$ cat src/rtl/energy_sched_pkg.sv
// energy_sched_pkg: shared channel state encoding and counter width for the energy event scheduler
package energy_sched_pkg;
  typedef enum logic [1:0] {IDLE, HOLD, DEAD} ch_state_e;
  localparam int CNT_W = 16;
endpackage

$ cat src/rtl/energy_channel_slot.sv
// energy_channel_slot: one output channel holding a captured energy sample, then a dead-time lockout
module energy_channel_slot
  import energy_sched_pkg::*;
#(
  parameter int ENG_OUT_BITS = 12,
  parameter int DEAD_TIME    = 8
) (
  input  logic                    clk,
  input  logic                    rst,
  input  logic                    grant,
  input  logic                    ready,
  input  logic [ENG_OUT_BITS-1:0] sample,
  output logic                    valid,
  output logic [ENG_OUT_BITS-1:0] energy,
  output logic                    idle
);
  localparam int DW = DEAD_TIME > 1 ? $clog2(DEAD_TIME) : 1;
  // counter is loaded with DEAD_TIME-1 so DEAD spans exactly DEAD_TIME cycles
  localparam logic [DW-1:0] DLOAD = DW'(DEAD_TIME > 0 ? DEAD_TIME - 1 : 0);
  ch_state_e state, state_n;
  logic [DW-1:0] dead_cnt;
  always_comb begin
    state_n = state;
    state_n = state == IDLE ? (grant ? HOLD : IDLE) :
              state == HOLD ? (ready ? (DEAD_TIME == 0 ? IDLE : DEAD) : HOLD) :
              (dead_cnt == '0 ? IDLE : DEAD);
  end
  always_ff @(posedge clk) begin
    if (rst) begin
      state    <= IDLE;
      energy   <= '0;
      dead_cnt <= '0;
    end else begin
      state <= state_n;
      if (state == IDLE && grant) energy <= sample;
      if (state == HOLD && ready) dead_cnt <= DLOAD;
      else if (state == DEAD && dead_cnt != '0) dead_cnt <= dead_cnt - 1'b1;
    end
  end
  assign valid = state == HOLD;
  assign idle  = state == IDLE;
endmodule

$ cat src/rtl/energy_event_scheduler.sv
// energy_event_scheduler: round-robin distribution of triggered energy samples over NUM_CH channels
module energy_event_scheduler
  import energy_sched_pkg::*;
#(
  parameter int NUM_CH       = 4,
  parameter int RAND_BITS    = 10,
  parameter int ENG_OUT_BITS = 12,
  parameter int OCC_THRESH   = 100,
  parameter int DEAD_TIME    = 8
) (
  input  logic                           clk,
  input  logic                           rst,
  input  logic                           enable,
  input  logic [RAND_BITS-1:0]           rand_in,
  input  logic [ENG_OUT_BITS-1:0]        energy_in,
  input  logic [NUM_CH-1:0]              ch_ready,
  output logic [NUM_CH-1:0]              ch_valid,
  output logic [NUM_CH*ENG_OUT_BITS-1:0] ch_energy,
  output logic [CNT_W-1:0]               event_count,
  output logic [CNT_W-1:0]               drop_count
);
  localparam int PW = NUM_CH > 1 ? $clog2(NUM_CH) : 1;
  logic [PW-1:0] ptr, gnt_idx;
  logic [NUM_CH-1:0] idle, gnt;
  logic trig, found;
  assign trig = enable && (32'(rand_in) < OCC_THRESH);
  // first idle channel at or after the pointer, wrapping around
  always_comb begin
    gnt_idx = '0;
    found   = 1'b0;
    for (int k = 0; k < NUM_CH; k++)
      if (!found && idle[(int'(ptr) + k) % NUM_CH]) begin
        found   = 1'b1;
        gnt_idx = PW'((int'(ptr) + k) % NUM_CH);
      end
    gnt = trig && found ? NUM_CH'(1) << gnt_idx : '0;
  end
  always_ff @(posedge clk) begin
    if (rst) begin
      ptr         <= '0;
      event_count <= '0;
      drop_count  <= '0;
    end else if (trig) begin
      event_count <= event_count + 1'b1;
      if (found) ptr <= PW'((int'(gnt_idx) + 1) % NUM_CH);
      else if (drop_count != '1) drop_count <= drop_count + 1'b1;
    end
  end
  for (genvar i = 0; i < NUM_CH; i++) begin : g_slot
    energy_channel_slot #(.ENG_OUT_BITS(ENG_OUT_BITS), .DEAD_TIME(DEAD_TIME)) u_slot (
      .clk    (clk),
      .rst    (rst),
      .grant  (gnt[i]),
      .ready  (ch_ready[i]),
      .sample (energy_in),
      .valid  (ch_valid[i]),
      .energy (ch_energy[i*ENG_OUT_BITS +: ENG_OUT_BITS]),
      .idle   (idle[i])
    );
  end
endmodule

$ cat config.mk
export PLATFORM = sky130hd
export DESIGN_NAME = energy_event_scheduler
export DESIGN_NICKNAME = d
export VERILOG_FILES = /design/src/rtl/energy_sched_pkg.sv /design/src/rtl/energy_channel_slot.sv /design/src/rtl/energy_event_scheduler.sv
export SDC_FILE = /design/constraint.sdc
export NUM_CORES = 1
export LEC_CHECK = 0
export CORE_UTILIZATION = 39
export CTS_BUF_LIST = sky130_fd_sc_hd__clkbuf_16
export CTS_CLUSTER_DIAMETER = 30
export DETAILED_ROUTE_END_ITERATION = 16
export PLACE_DENSITY_LB_ADDON = 0.15
export RECOVER_POWER = 100
export SYNTH_ARGS = -nofsm -noshare
export SYNTH_HDL_FRONTEND = slang
export SYNTH_HIERARCHICAL = 1
export SYNTH_SLANG_ARGS = --single-unit
$ cat constraint.sdc
create_clock -name clk -period 7.2 [get_ports clk]
set_input_delay 1.44 -clock clk [delete_from_list [all_inputs] [get_ports clk]]
set_output_delay 1.44 -clock clk [all_outputs]
set_load 0.02 [all_outputs]
Word-level counts from Yosys, hierarchy flattened

Index checks and enable logic that the tools add are counted.

Word-level logic and storage cells: 133
Input port bits: 29
Flip-flop bits (word level): 102

Add/subtract/negate cells: 10
Shift operators: 1
Bitwise gates (word level): 4
Equality and inequality tests: 9
Reductions and logical operators: 41
$lt $le $gt $ge: 5
Mux-type cells: 48

Operator list:

| kind                                                                           | number |
|---|---|
| 2-bit two-way mux                                                              | 20 |
| 16-bit by 1-bit adder with 16-bit output (second input constant)               | 2 |
| 3-bit two-way mux                                                              | 8 |
| 1-bit logical AND                                                              | 17 |
| 16-bit != test (second input constant)                                         | 1 |
| 1-bit two-way mux                                                              | 15 |
| 3-bit logical NOT                                                              | 4 |
| 3-bit by 4-bit less-than comparator with 1-bit output (second input constant)  | 3 |
| 3-bit nonzero test                                                             | 4 |
| 3-bit by 1-bit subtractor with 3-bit output (second input constant)            | 4 |
| 10-bit by 7-bit less-than comparator with 1-bit output (second input constant) | 1 |
| 1-bit binary-select mux with 2-bit select                                      | 4 |
| 2-bit by 1-bit equality test with 1-bit output (second input constant)         | 4 |
| 2-bit equality test (second input constant)                                    | 4 |
| 2-bit logical NOT                                                              | 4 |
| 2-bit nonzero test                                                             | 4 |
| 2-bit OR reduction                                                             | 3 |
| 2-bit by 1-bit adder with 2-bit output (second input constant)                 | 2 |
| 2-bit adder (second input constant)                                            | 2 |
| 4-bit two-way mux                                                              | 1 |
| 1-bit by 2-bit left shift with 4-bit output (first input constant)             | 1 |
| 1-bit AND (first input constant)                                               | 3 |
| 1-bit logical NOT                                                              | 3 |
| 2-bit by 3-bit less-than comparator with 1-bit output (second input constant)  | 1 |
| other kinds (3)                                                                | 3 |

Longest topological paths before layout

Depth after elaboration: 18
Mapped depth: 12
Mapped depth without buffers: 10

By module

Netlist, hierarchy kept.

Modules (own cells, without submodules):

| module                 | instances | cells an instance | area an instance (µm²) | sequential area each (µm²) |
|---|---|---|---|---|
| energy_channel_slot    | 4         | 73                | 724.4                  | 340.3 |
| energy_event_scheduler | 1         | 225               | 1871.8                 | 680.7 |

Worst setup path after synthesis

OpenSTA, ideal clock, no wires.

Path kind: input to register
From: in rand_in[8]
To: reg g_slot[0].u_slot.energy[0]
Stages on the path: 8
Buffers on the path: 2
Arrival time: 3.367 ns
Path slack: 3.705 ns
Setup time: 0.128 ns
Cell sequence: or4b_1 buf_2 nor3_1 and2_1 nor3b_4 buf_8 mux2i_1 nor2_1

Longest elaborated chain between the ends: 5

Ends and longest elaborated chain:

| what                                                   | RTL line                     | text |
|---|---|---|
| from (decl)                                            | energy_event_scheduler.sv:14 | `input logic [RAND_BITS-1:0] rand_in,` |
| 10-bit by 7-bit less-than comparator with 1-bit output | energy_event_scheduler.sv:26 | `assign trig = enable && (32'(rand_in) < OCC_THRESH);` |
| 1-bit logical AND                                      | energy_event_scheduler.sv:26 |  |
| 1-bit logical AND                                      | energy_event_scheduler.sv:36 | `gnt = trig && found ? NUM_CH'(1) << gnt_idx : '0;` |
| 4-bit two-way mux                                      | energy_event_scheduler.sv:36 |  |
| net gnt[0]                                             | energy_event_scheduler.sv:24 | `logic [NUM_CH-1:0] idle, gnt;` |
| 1-bit logical AND                                      | energy_channel_slot.sv:35    | `if (state == IDLE && grant) energy <= sample;` |
| to (signal assigned)                                   | energy_channel_slot.sv:35    |  |
| to (decl)                                              | energy_channel_slot.sv:14    | `output logic [ENG_OUT_BITS-1:0] energy,` |

The timed path passes the listed nets, and every way through them passes these cells.
A chain may end at the register's enable or synchronous reset.

==> summary.txt <==
Post-synth EDFFs -> 0
CTS buffer count -> 9
Net Count, Synth -> 560
Die Area -> 12,700 sq um
port bufs -> 110
Yosys top cell area share -> 42.8%
hold path start -> g_slot[2].u_slot/energy[2]
post-route setup slack -> 1.92 ns
commonest cells in the netlist -> dfxtp_1 (102), nor2_1 (83), mux2i_1 (49)
dpl hpwl -> 7.40 mm
CORE AREA -> 12,000 sq um
row count -> 40
Clk Tree Root Cell -> clkbuf_16
Post-synth top flop -> dfxtp_1
1st-iter DRT viols -> 175
Die H -> 113 um
power per cell area -> 175 nW/um^2
Num Clock Sinks -> 102
Place WS -> 2.44 ns
Starting Density -> 39.9%
Worst Hold Path EP -> g_slot[2].u_slot/energy[2]
drt total wl -> 10.6 mm
crit path cell chain -> clkbuf_1 -> clkbuf_1 -> or4_1 -> o311ai_0
CP endpoint kind -> flip-flop
met1 GRT Util -> 22.4%
CP Launch Type -> input port
gr usage total -> 17.4%
post-cts hold buffer count -> 0
initial antenna violation count -> 0
DRC viols -> 0
CP required -> 7.33 ns
met3 Usage GRT -> 2.81%
Worst path slowest cell -> clkbuf_1
Antenna Nets Post-Route -> 0
failing checks -> capacitance limit, slew limit
relative max-transition margin -> -61.7%
WHS Path Cells -> 2
via/cell ratio -> 5.29
RR Startpoint -> g_slot[0].u_slot/state[1]
crit path time final -> 5.28 ns
Synth area leaders -> dfxtp_1 (43%), mux2i_1 (10%), nor2_1 (6.5%)
Final Hold Viols -> 0
cell mode on critical path -> clkbuf_1
MaxCap Viol Count -> 2
Post-CTS Resized -> 0
sequential share of the synthesized area -> 42.8%
Area Growth Syn to Fin -> 29.6%
VDD IR max -> 0.0000966 V
design area -> 6180 sq um
R2R depth -> 7
CP arrival -> 5.40 ns
Mapped Cells -> 517
fin cells -> 769
Crit Path Category -> in -> reg
Synth Warn # -> 6
largest net degree at the start of global routing -> 61
critical path peak fanout -> 60
r2r setup slk -> 4.06 ns
most used routing layer -> met2
Clock Latency Late Sink -> 0.34 ns
CP max stage delay -> 1.78 ns
number of synthesized register bits -> 102
CTS max path bufs -> 2
Setup Fix Bufs, Post-CTS -> 0
post-synth top area cell -> dfxtp_1
cell area after synthesis -> 4770 sq um
Yosys cell types -> 47
Final Wtd Congestion -> 0.761
vias after detailed routing -> 4,065
skew final -> 0.00886 ns
routed len/inst -> 13.8 um
number of global-route vias before repair -> 3,711
asr flop ratio synth -> 0%
n_diodes -> 0
outcome -> finished, violations left
Placed Area -> 5910 sq um
NumNets Final -> 660
Mean Syn Cell Area -> 9.23 sq um
Placed Cells -> 753
io pins -> 113
P_leak -> 2.35 nW
count leader, synth -> dfxtp_1
CTS tree -> yes
Congestion Overflow GR -> 0
met2 GRT Util -> 28.7%
RSZ-0062 raised after global routing -> no
htree depth -> 3
Worst Max-Slew Pin Slew -> 2.43 ns
layout cells sized above 1 -> 4.82%
die width -> 113 um
reg2reg end -> g_slot[3].u_slot/energy[1]
Setup TNS Final -> 0 ns
Setup-failing EPs final -> 0
Pins Over Slew Limit -> 117
Hold Path Class -> reg -> reg
first drt pass iteration count -> 4
max frequency -> 189 MHz
Reg clk slew, reported paths -> 0.07 ns
global-route wire length before repair -> 17.8 mm
crit share post-route -> 73.3%
==> layout make-up <==
cell class              instances  area [sq um]
fillers                      1153          5780
multi-input cells             370          2480
flip-flops and latches        102          2040
repair buffers                113          1110
clock buffers                   9           225
well taps                     147           184
inverters                      21          78.8
clock inverters                 7          55.1
==> flip-flops by register name (all words and copies together) (netlist names) <==
name                    count
drop_count                 16
event_count                16
g_slot.u_slot/dead_cnt     12
g_slot.u_slot/energy       48
g_slot.u_slot/state         8
ptr                         2
==> layer usage <==
metal / vias to the layer above / part of all wire [%]
met5: - / 0
met4: 0 / 1.8
met3: 13 / 4.1
met2: 93 / 47
met1: 1896 / 47
li1: 2063 / -
==> worst max-delay path by stage <==
stage,cells after the start,slack (ns),from,to
floorplan,8,3.71,rand_in[8],g_slot[0].u_slot/energy[0]
global placement,7,2.47,rand_in[8],g_slot[3].u_slot/energy[10]
detailed placement,7,2.44,rand_in[8],g_slot[3].u_slot/energy[1]
CTS,7,2.82,rand_in[8],g_slot[2].u_slot/energy[0]
global route,4,1.41,rst,g_slot[2].u_slot/dead_cnt[1]
finish,4,1.92,rst,g_slot[2].u_slot/dead_cnt[1]
==> metrics by stage <==
stage | power (mW) | hold WS (ns) | util [%]
final | 1.08 | 0.484 | 51.7
after global routing | 1.12 | 0.507 | 51.7
after CTS | 1.10 | 0.489 | 51.7
after detailed placement | 0.633 | 0.473 | 49.4
after global placement | 0.632 | 0.469 | 49.4
after floorplan | 0.605 | 0.483 | -
==> logic make-up after synthesis <==
family	synth area share [%]
mux	11.2
compound gates	11.1
xor+xnor	1.47
flops	42.8
fa+ha+maj	3.67
simple gates	24.5
buf+inv	5.17
==> critical path: cells and delay by family <==
family                 cells  cell delay [ns]
buffers and inverters      2             3.46
AO/OA/AOI/OAI              1             0.13
AND/OR/NAND/NOR            1             0.32
==> cell usage in the layout, fill, tap and decap left out, types with 12 or more instances in the layout <==
cell type and instances:
nor2b_1 13, clkdlybuf4s50_1 21, ha_1 14, mux2i_1 49, a21oi_1 27, inv_1 21, nor2_1 83, nand2_1 17
or4_1 13, nand3_1 12, o21ai_0 12, dlygate4sd3_1 88, dfxtp_1 102
==> where the power goes <==
part	switching [mW]	internal, mW	leakage [nW]	total [mW]
combinational	0.0275	0.0219	1.39	0.0494
clock	0.224	0.239	0.140	0.463
sequential	0.00192	0.566	0.822	0.568
Note: power is estimated with default switching activity, not from simulation.
